## src/rtl/clock_set_ctrl_pkg.sv

```systemverilog
// Shared types and constants for the time-of-day set controller.
//   clk_mode_t : controller mode, also the encoding driven on the mode output
//   MAX_*      : inclusive upper bounds of the time fields
//   HALF_DAY   : hour offset applied by the AM/PM flip
//   *_W        : field widths of the sec/min/hr registers
package clock_pkg;

  typedef enum logic [1:0] {
    RUN     = 2'd0,
    SET_HR  = 2'd1,
    SET_MIN = 2'd2,
    COMMIT  = 2'd3
  } clk_mode_t;

  localparam int unsigned MAX_SEC  = 59;
  localparam int unsigned MAX_MIN  = 59;
  localparam int unsigned MAX_HR   = 23;
  localparam int unsigned HALF_DAY = 12;
  localparam int unsigned SEC_W    = 6;
  localparam int unsigned MIN_W    = 6;
  localparam int unsigned HR_W     = 5;

endpackage

```

## src/rtl/clock_set_ctrl_if.sv

```systemverilog
// Bundle between the set controller and its environment (buttons + time datapath).
//   btn_mode/btn_inc/btn_ampm : raw, asynchronous, bouncy buttons
//   cur_min/cur_hr            : current time from the datapath
//   sec_tick                  : one-cycle seconds-advance enable
//   load, load_min, load_hr   : one-cycle atomic load of the edited time
//   mode, blink               : current mode and display blink phase
// slave  : the controller side
// master : the datapath/button side (and the testbench)
interface clock_set_ctrl_if;
  import clock_pkg::*;

  logic             btn_mode;
  logic             btn_inc;
  logic             btn_ampm;
  logic [MIN_W-1:0] cur_min;
  logic [HR_W-1:0]  cur_hr;
  logic             sec_tick;
  logic             load;
  logic [MIN_W-1:0] load_min;
  logic [HR_W-1:0]  load_hr;
  logic [1:0]       mode;
  logic             blink;

  modport slave (
    input  btn_mode, btn_inc, btn_ampm, cur_min, cur_hr,
    output sec_tick, load, load_min, load_hr, mode, blink
  );

  modport master (
    output btn_mode, btn_inc, btn_ampm, cur_min, cur_hr,
    input  sec_tick, load, load_min, load_hr, mode, blink
  );

endinterface

```

## src/rtl/clock_set_ctrl_btn_debounce.sv

```systemverilog
// Button conditioner: 2-FF synchroniser, stability counter, rising-edge pulse.
//   clk, rst : system clock, asynchronous active-high reset
//   raw      : raw button level
//   pulse    : one-cycle pulse per accepted press (press-to-pulse 2 + DEB_CYCLES + 1 clk)
module btn_debounce #(
  parameter int unsigned DEB_CYCLES = 16
) (
  input  logic clk,
  input  logic rst,
  input  logic raw,
  output logic pulse
);

  localparam int unsigned CntW = $clog2(DEB_CYCLES + 1);
  localparam logic [CntW-1:0] CntMax = CntW'(DEB_CYCLES - 1);

  logic [1:0]      sync_q;
  logic [CntW-1:0] cnt_q;
  logic            level_q;
  logic            level_dly_q;
  logic            pulse_q;

  always_ff @(posedge clk or posedge rst) begin
    if (rst) begin
      sync_q      <= '0;
      cnt_q       <= '0;
      level_q     <= 1'b0;
      level_dly_q <= 1'b0;
      pulse_q     <= 1'b0;
    end else begin
      sync_q      <= {sync_q[0], raw};
      level_dly_q <= level_q;
      pulse_q     <= level_q & ~level_dly_q;
      // Any return to the accepted level restarts the stability window.
      if (sync_q[1] == level_q) begin
        cnt_q <= '0;
      end else if (cnt_q == CntMax) begin
        level_q <= sync_q[1];
        cnt_q   <= '0;
      end else begin
        cnt_q <= cnt_q + CntW'(1);
      end
    end
  end

  assign pulse = pulse_q;

endmodule

```

## src/rtl/clock_set_ctrl.sv

```systemverilog
// Mode/sequencing controller for the 24 h time-of-day datapath.
//   clk, rst : system clock, asynchronous active-high reset
//   bus      : slave side of clock_set_ctrl_if (buttons, current time in;
//              sec_tick, load strobe + edited time, mode, blink out)
// Generates the seconds enable from a free-running prescaler, conditions the
// buttons and runs RUN -> SET_HR -> SET_MIN -> COMMIT on an edit copy of hr/min.
module clock_set_ctrl
  import clock_pkg::*;
#(
  parameter int unsigned TICK_DIV   = 50000,
  parameter int unsigned DEB_CYCLES = 16
) (
  input logic             clk,
  input logic             rst,
  clock_set_ctrl_if.slave bus
);

  localparam int unsigned PresW = (TICK_DIV > 1) ? $clog2(TICK_DIV) : 1;
  localparam logic [PresW-1:0] PresMax = PresW'(TICK_DIV - 1);

  logic p_mode, p_inc, p_ampm;

  btn_debounce #(.DEB_CYCLES(DEB_CYCLES)) u_deb_mode (
    .clk  (clk),
    .rst  (rst),
    .raw  (bus.btn_mode),
    .pulse(p_mode)
  );

  btn_debounce #(.DEB_CYCLES(DEB_CYCLES)) u_deb_inc (
    .clk  (clk),
    .rst  (rst),
    .raw  (bus.btn_inc),
    .pulse(p_inc)
  );

  btn_debounce #(.DEB_CYCLES(DEB_CYCLES)) u_deb_ampm (
    .clk  (clk),
    .rst  (rst),
    .raw  (bus.btn_ampm),
    .pulse(p_ampm)
  );

  clk_mode_t        mode_q;
  logic [PresW-1:0] presc_q;
  logic             sec_tick_q;
  logic             load_q;
  logic             blink_q;
  logic [HR_W-1:0]  edit_hr_q;
  logic [MIN_W-1:0] edit_min_q;
  logic             wrap;

  assign wrap = (presc_q == PresMax);

  always_ff @(posedge clk or posedge rst) begin
    if (rst) begin
      mode_q     <= RUN;
      presc_q    <= '0;
      sec_tick_q <= 1'b0;
      load_q     <= 1'b0;
      blink_q    <= 1'b0;
      edit_hr_q  <= '0;
      edit_min_q <= '0;
    end else begin
      presc_q    <= wrap ? '0 : presc_q + PresW'(1);
      sec_tick_q <= 1'b0;
      load_q     <= 1'b0;
      case (mode_q)
        RUN: begin
          blink_q <= 1'b0;
          if (p_mode) begin
            // Leaving RUN suppresses the tick so time is frozen from the first SET cycle.
            mode_q     <= SET_HR;
            edit_hr_q  <= (bus.cur_hr > HR_W'(MAX_HR)) ? '0 : bus.cur_hr;
            edit_min_q <= (bus.cur_min > MIN_W'(MAX_MIN)) ? '0 : bus.cur_min;
          end else begin
            sec_tick_q <= wrap;
          end
        end
        SET_HR: begin
          if (wrap) blink_q <= ~blink_q;
          if (p_mode) begin
            mode_q <= SET_MIN;
          end else if (p_ampm) begin
            edit_hr_q <= (edit_hr_q < HR_W'(HALF_DAY)) ? edit_hr_q + HR_W'(HALF_DAY)
                                                       : edit_hr_q - HR_W'(HALF_DAY);
          end else if (p_inc) begin
            edit_hr_q <= (edit_hr_q == HR_W'(MAX_HR)) ? '0 : edit_hr_q + HR_W'(1);
          end
        end
        SET_MIN: begin
          if (wrap) blink_q <= ~blink_q;
          if (p_mode) begin
            // Restart the prescaler so the first committed second is a full period.
            mode_q  <= COMMIT;
            load_q  <= 1'b1;
            presc_q <= '0;
          end else if (p_inc && !p_ampm) begin
            edit_min_q <= (edit_min_q == MIN_W'(MAX_MIN)) ? '0 : edit_min_q + MIN_W'(1);
          end
        end
        COMMIT: begin
          mode_q  <= RUN;
          blink_q <= 1'b0;
        end
      endcase
    end
  end

  assign bus.sec_tick = sec_tick_q;
  assign bus.load     = load_q;
  assign bus.load_min = edit_min_q;
  assign bus.load_hr  = edit_hr_q;
  assign bus.mode     = mode_q;
  assign bus.blink    = blink_q;

endmodule

```

## src/flat_wrapper.sv

```systemverilog
// flat-port wrapper written by rule: the top's interface ports become plain ports
module clock_set_ctrl_flat import clock_pkg::*;
#(
  parameter int unsigned TICK_DIV   = 50000,
  parameter int unsigned DEB_CYCLES = 16
)
  (clk, rst, bus_btn_mode, bus_btn_inc, bus_btn_ampm, bus_cur_min, bus_cur_hr, bus_sec_tick, bus_load, bus_load_min, bus_load_hr, bus_mode, bus_blink);
  clock_set_ctrl_if bus_i ();
  input logic clk;
  input logic rst;
  input wire logic [$bits(bus_i.btn_mode)-1:0] bus_btn_mode;
  input wire logic [$bits(bus_i.btn_inc)-1:0] bus_btn_inc;
  input wire logic [$bits(bus_i.btn_ampm)-1:0] bus_btn_ampm;
  input wire logic [$bits(bus_i.cur_min)-1:0] bus_cur_min;
  input wire logic [$bits(bus_i.cur_hr)-1:0] bus_cur_hr;
  output wire logic [$bits(bus_i.sec_tick)-1:0] bus_sec_tick;
  output wire logic [$bits(bus_i.load)-1:0] bus_load;
  output wire logic [$bits(bus_i.load_min)-1:0] bus_load_min;
  output wire logic [$bits(bus_i.load_hr)-1:0] bus_load_hr;
  output wire logic [$bits(bus_i.mode)-1:0] bus_mode;
  output wire logic [$bits(bus_i.blink)-1:0] bus_blink;
  assign bus_i.btn_mode = bus_btn_mode;
  assign bus_i.btn_inc = bus_btn_inc;
  assign bus_i.btn_ampm = bus_btn_ampm;
  assign bus_i.cur_min = bus_cur_min;
  assign bus_i.cur_hr = bus_cur_hr;
  assign bus_sec_tick = bus_i.sec_tick;
  assign bus_load = bus_i.load;
  assign bus_load_min = bus_i.load_min;
  assign bus_load_hr = bus_i.load_hr;
  assign bus_mode = bus_i.mode;
  assign bus_blink = bus_i.blink;
  clock_set_ctrl #(.TICK_DIV(TICK_DIV), .DEB_CYCLES(DEB_CYCLES)) u_core (.clk(clk), .rst(rst), .bus(bus_i));
endmodule
```

## config.mk

```make
export PLATFORM = sky130hd
export DESIGN_NAME = clock_set_ctrl_flat
export DESIGN_NICKNAME = d
export VERILOG_FILES = /design/src/rtl/clock_set_ctrl_pkg.sv /design/src/rtl/clock_set_ctrl_if.sv /design/src/rtl/clock_set_ctrl_btn_debounce.sv /design/src/rtl/clock_set_ctrl.sv /design/src/flat_wrapper.sv
export SDC_FILE = /design/constraint.sdc
export NUM_CORES = 1
export LEC_CHECK = 0
export ABC_AREA = 1
export CAP_MARGIN = 20
export CORE_MARGIN = 2
export CORE_UTILIZATION = 41
export CTS_BUF_LIST = sky130_fd_sc_hd__clkbuf_8
export DETAILED_ROUTE_END_ITERATION = 10
export PLACE_DENSITY_LB_ADDON = 0.1
export SLEW_MARGIN = 15
export SYNTH_ARGS = -nofsm -noshare
export SYNTH_HDL_FRONTEND = slang
export SYNTH_HIERARCHICAL = 1
export SYNTH_SLANG_ARGS = --single-unit
```

## constraint.sdc

```tcl
create_clock -name clk -period 2.9 [get_ports clk]
set_input_delay 0.435 -clock clk [delete_from_list [all_inputs] [get_ports clk]]
set_output_delay 0.435 -clock clk [all_outputs]
set_load 0.005 [all_outputs]
```

==> flow_summary.yaml <==
drt:
  num_vias: 2621
  drt_iter0_markers: 135
  wirelength_mm: 6.27
  firstDrtPassIters: 4
  wire_per_inst_um: 11.3
  final_antenna_net_count: 0
  viasPerCell: 4.71
  drc: 0
cts:
  clock-sinks: 62
  clk_latency_ps: 330
  clock_path_buffers: 2
  cts_setup_buffers: 0
  hold_buffers: 0
  clkTransAtPathRegs_ps: 60
  cts_resized: 0
  clockRootBuffer: "clkbuf_8"
  numCtsBuffers: 9
  htree_levels: 3
  cts_tree: "done"
global_routing:
  antenna_found_initial: 0
  grt_pass1_vias: 2513
  grt.total_usage: 0.166
  grt_max_degree: 33
  overflow: 0
  grt_first_pass_wirelength_mm: 11.4
min_path:
  hold_class: "register to register"
worst_setup_path:
  worst-path-buf-inv: 1
  critPathLaunchType: "register"
  cp_slowest_cell: "clkdlybuf4s50_1"
  worstPathMaxFanout: 9
  arrival_ps: 1380
  crit_type: "register to output port"
  path_cells: "clkdlybuf4s50_1"
  critPathRequiredTime_ps: 2470
  cpPeakStageDelay_ps: 560
  cp-end-kind: "output port"
  r2r_setup_slack_ps: 1210
  crit_family: "buffers and inverters"
run:
  drv_cap: 0
pwr:
  power.density_nw_per_um2: 748
  combinationalPowerShare: 0.326
  leakage_nw: 1.95
  swShare: 0.347
  intPower_mw: 1.88
  clkPwrFrac: 0.275
  switchingPower_mw: 0.995
  seq_power_share: 0.399
  irDropWorstVdd_v: 0.000379
placed_design:
  placed_cells: 542
  gp_congestion: 0.806
  dp_hpwl_mm: 4.69
  portBuffers: 31
  dpl_cell_area_um2: 3630
floorplan:
  core_um2: 7650
  ios: 32
  dieArea_um2: 8540
  core.rowCount: 32
  die_w_um: 92.4
  start_util: 0.419
  die_h_um: 92.4
timing:
  min_period_ps: 1820
  min_period_over_period: 0.627
  slew_headroom: 0.720
  setup_tns_ps: 0
  fmax_mhz: 550
  finalSetupViolCount: 0
  rsz0062_at_grt: "false"
  max_slew.worst_pin.slew_ps: 420
  report.final.hold_viol_count: 0
  slew_viol_final: 0
  finClkSkew_ps: 4.11
cells_and_area:
  antenna_cells: 0
  finalNonFillerCells: 557
  nNetsFinal: 480
  mostFrequentLayoutCell: "nand2_1"
  final_cell_area_um2: 3840
  final_cell_mix: "nand2_1, dfrtp_1, inv_1"
  drive_above_1_share: 0.0637
  syn2layout_area_growth_pct: 19.7
logic_synthesis:
  synth_async_sr_flop_share: 1.00
  ys_ff_latch: 62
  syn_nets: 439
  syn_inst: 410
  netlist_area_um2: 3210
  synth.avg_cell_area_um2: 7.82
  synth_warnings: 6
  synth_cell_types: 28
  seq_area_frac_synth: 0.484
  ys.flop_type: "dfrtp_1"
  synth_edf_count: 0
outcome:
  status: "finished clean"
kinds of logic (layout without fill, tap and decap cells):
group                    count (synthesis)  count (layout)  synth area share
adder cells (fa/ha/maj)                 13              13            0.0507
AO/OA/AOI/OAI                           33              33            0.0570
flip-flops                              62              62             0.484
AND/OR/NAND/NOR                        229             229             0.308
buffers and inverters                   65             110            0.0788
XOR/XNOR                                 8               8            0.0219
worst register-to-register path: stages, from the launching register on:
cell     delay [ps]
dfrtp_1         410
inv_1           130
ha_1            330
nand3_1         120
nand2_1          90
nand3_2         120
inv_2           160
o21ai_0         100
nand2_1          70
nand2_1          50
synth_stat cells (all sizes together), types with 6 or more instances:
master / n / area, um2
inv: 63 / 236
nor3: 6 / 35.0
o21ai: 14 / 70.1
a21oi: 13 / 68.8
nor2: 63 / 254
nand4: 10 / 62.6
nand3: 36 / 195
nand2: 112 / 425
dfrtp: 62 / 1550
ha: 13 / 163
xnor2: 6 / 52.6
per-stage QoR:
stage | hold WS, ps | utilization | worst slack [ps] | power, mW
2_1_floorplan | 275 | - | 1480 | 1.74
3_3_place_gp | 333 | 0.475 | 1280 | 2.09
3_5_place_dp | 336 | 0.475 | 1220 | 2.10
4_1_cts | 352 | 0.502 | 1060 | 2.91
5_1_grt | 361 | 0.502 | 1010 | 3.12
6_report | 349 | 0.502 | 1080 | 2.87
area by class of cell:
| cell class | instances | area, um2 |
|---|---|---|
| clock buffers | 9 | 124 |
| clock inverters | 6 | 78.8 |
| fillers | 740 | 3810 |
| inverters | 63 | 236 |
| multi-input cells | 283 | 1400 |
| flip-flops and latches | 62 | 1550 |
| well taps | 102 | 128 |
| repair buffers | 32 | 318 |
final timing paths:
kind                                                   from                          end  cells past startpoint
worst max-delay path                  u_core/bus.load_hr[2]               bus_load_hr[2]                      1
worst max register to register           u_core/bus.mode[0]       u_core/bus.load_min[3]                      9
worst min-delay path            u_core/u_deb_mode/sync_q[0]  u_core/u_deb_mode/sync_q[1]                      0
max in group asynchronous                               rst        u_core/bus.load_hr[0]                      3
min in group asynchronous                               rst   u_core/u_deb_ampm/cnt_q[0]                      2
worst min register to register  u_core/u_deb_mode/sync_q[0]  u_core/u_deb_mode/sync_q[1]                      0
flip-flops by register name, indices dropped and copies added, names as in the netlist, 2 cells and up:
register / flops
u_core/bus.load_min: 6
u_core/u_deb_mode/sync_q: 2
u_core/bus.load_hr: 5
u_core/u_deb_ampm/sync_q: 2
u_core/u_deb_inc/sync_q: 2
u_core/u_deb_ampm/cnt_q: 5
u_core/u_deb_mode/cnt_q: 5
u_core/u_deb_inc/cnt_q: 5
u_core/bus.mode: 2
u_core/presc_q: 16
routing by layer:
| layer | part of all wire | up-vias | track usage |
|---|---|---|---|
| li1 | - | 1376 | - |
| met2 | 0.41 | 54 | 0.236 |
| met1 | 0.53 | 1179 | 0.242 |
| met5 | 0 | - | 0 |
| met3 | 0.042 | 12 | 0.0350 |
| met4 | 0.022 | 0 | 0.0796 |
power groups by stage:
stage	Combinational [mW]	Sequential [mW]	Clock, mW
floorplan	0.622	1.12	0
global placement	0.932	1.16	0
detailed placement	0.935	1.16	0
CTS	0.940	1.15	0.820
global route	1.09	1.17	0.863
finish	0.935	1.15	0.790
No activity file was read; power rests on OpenSTA's default activity.
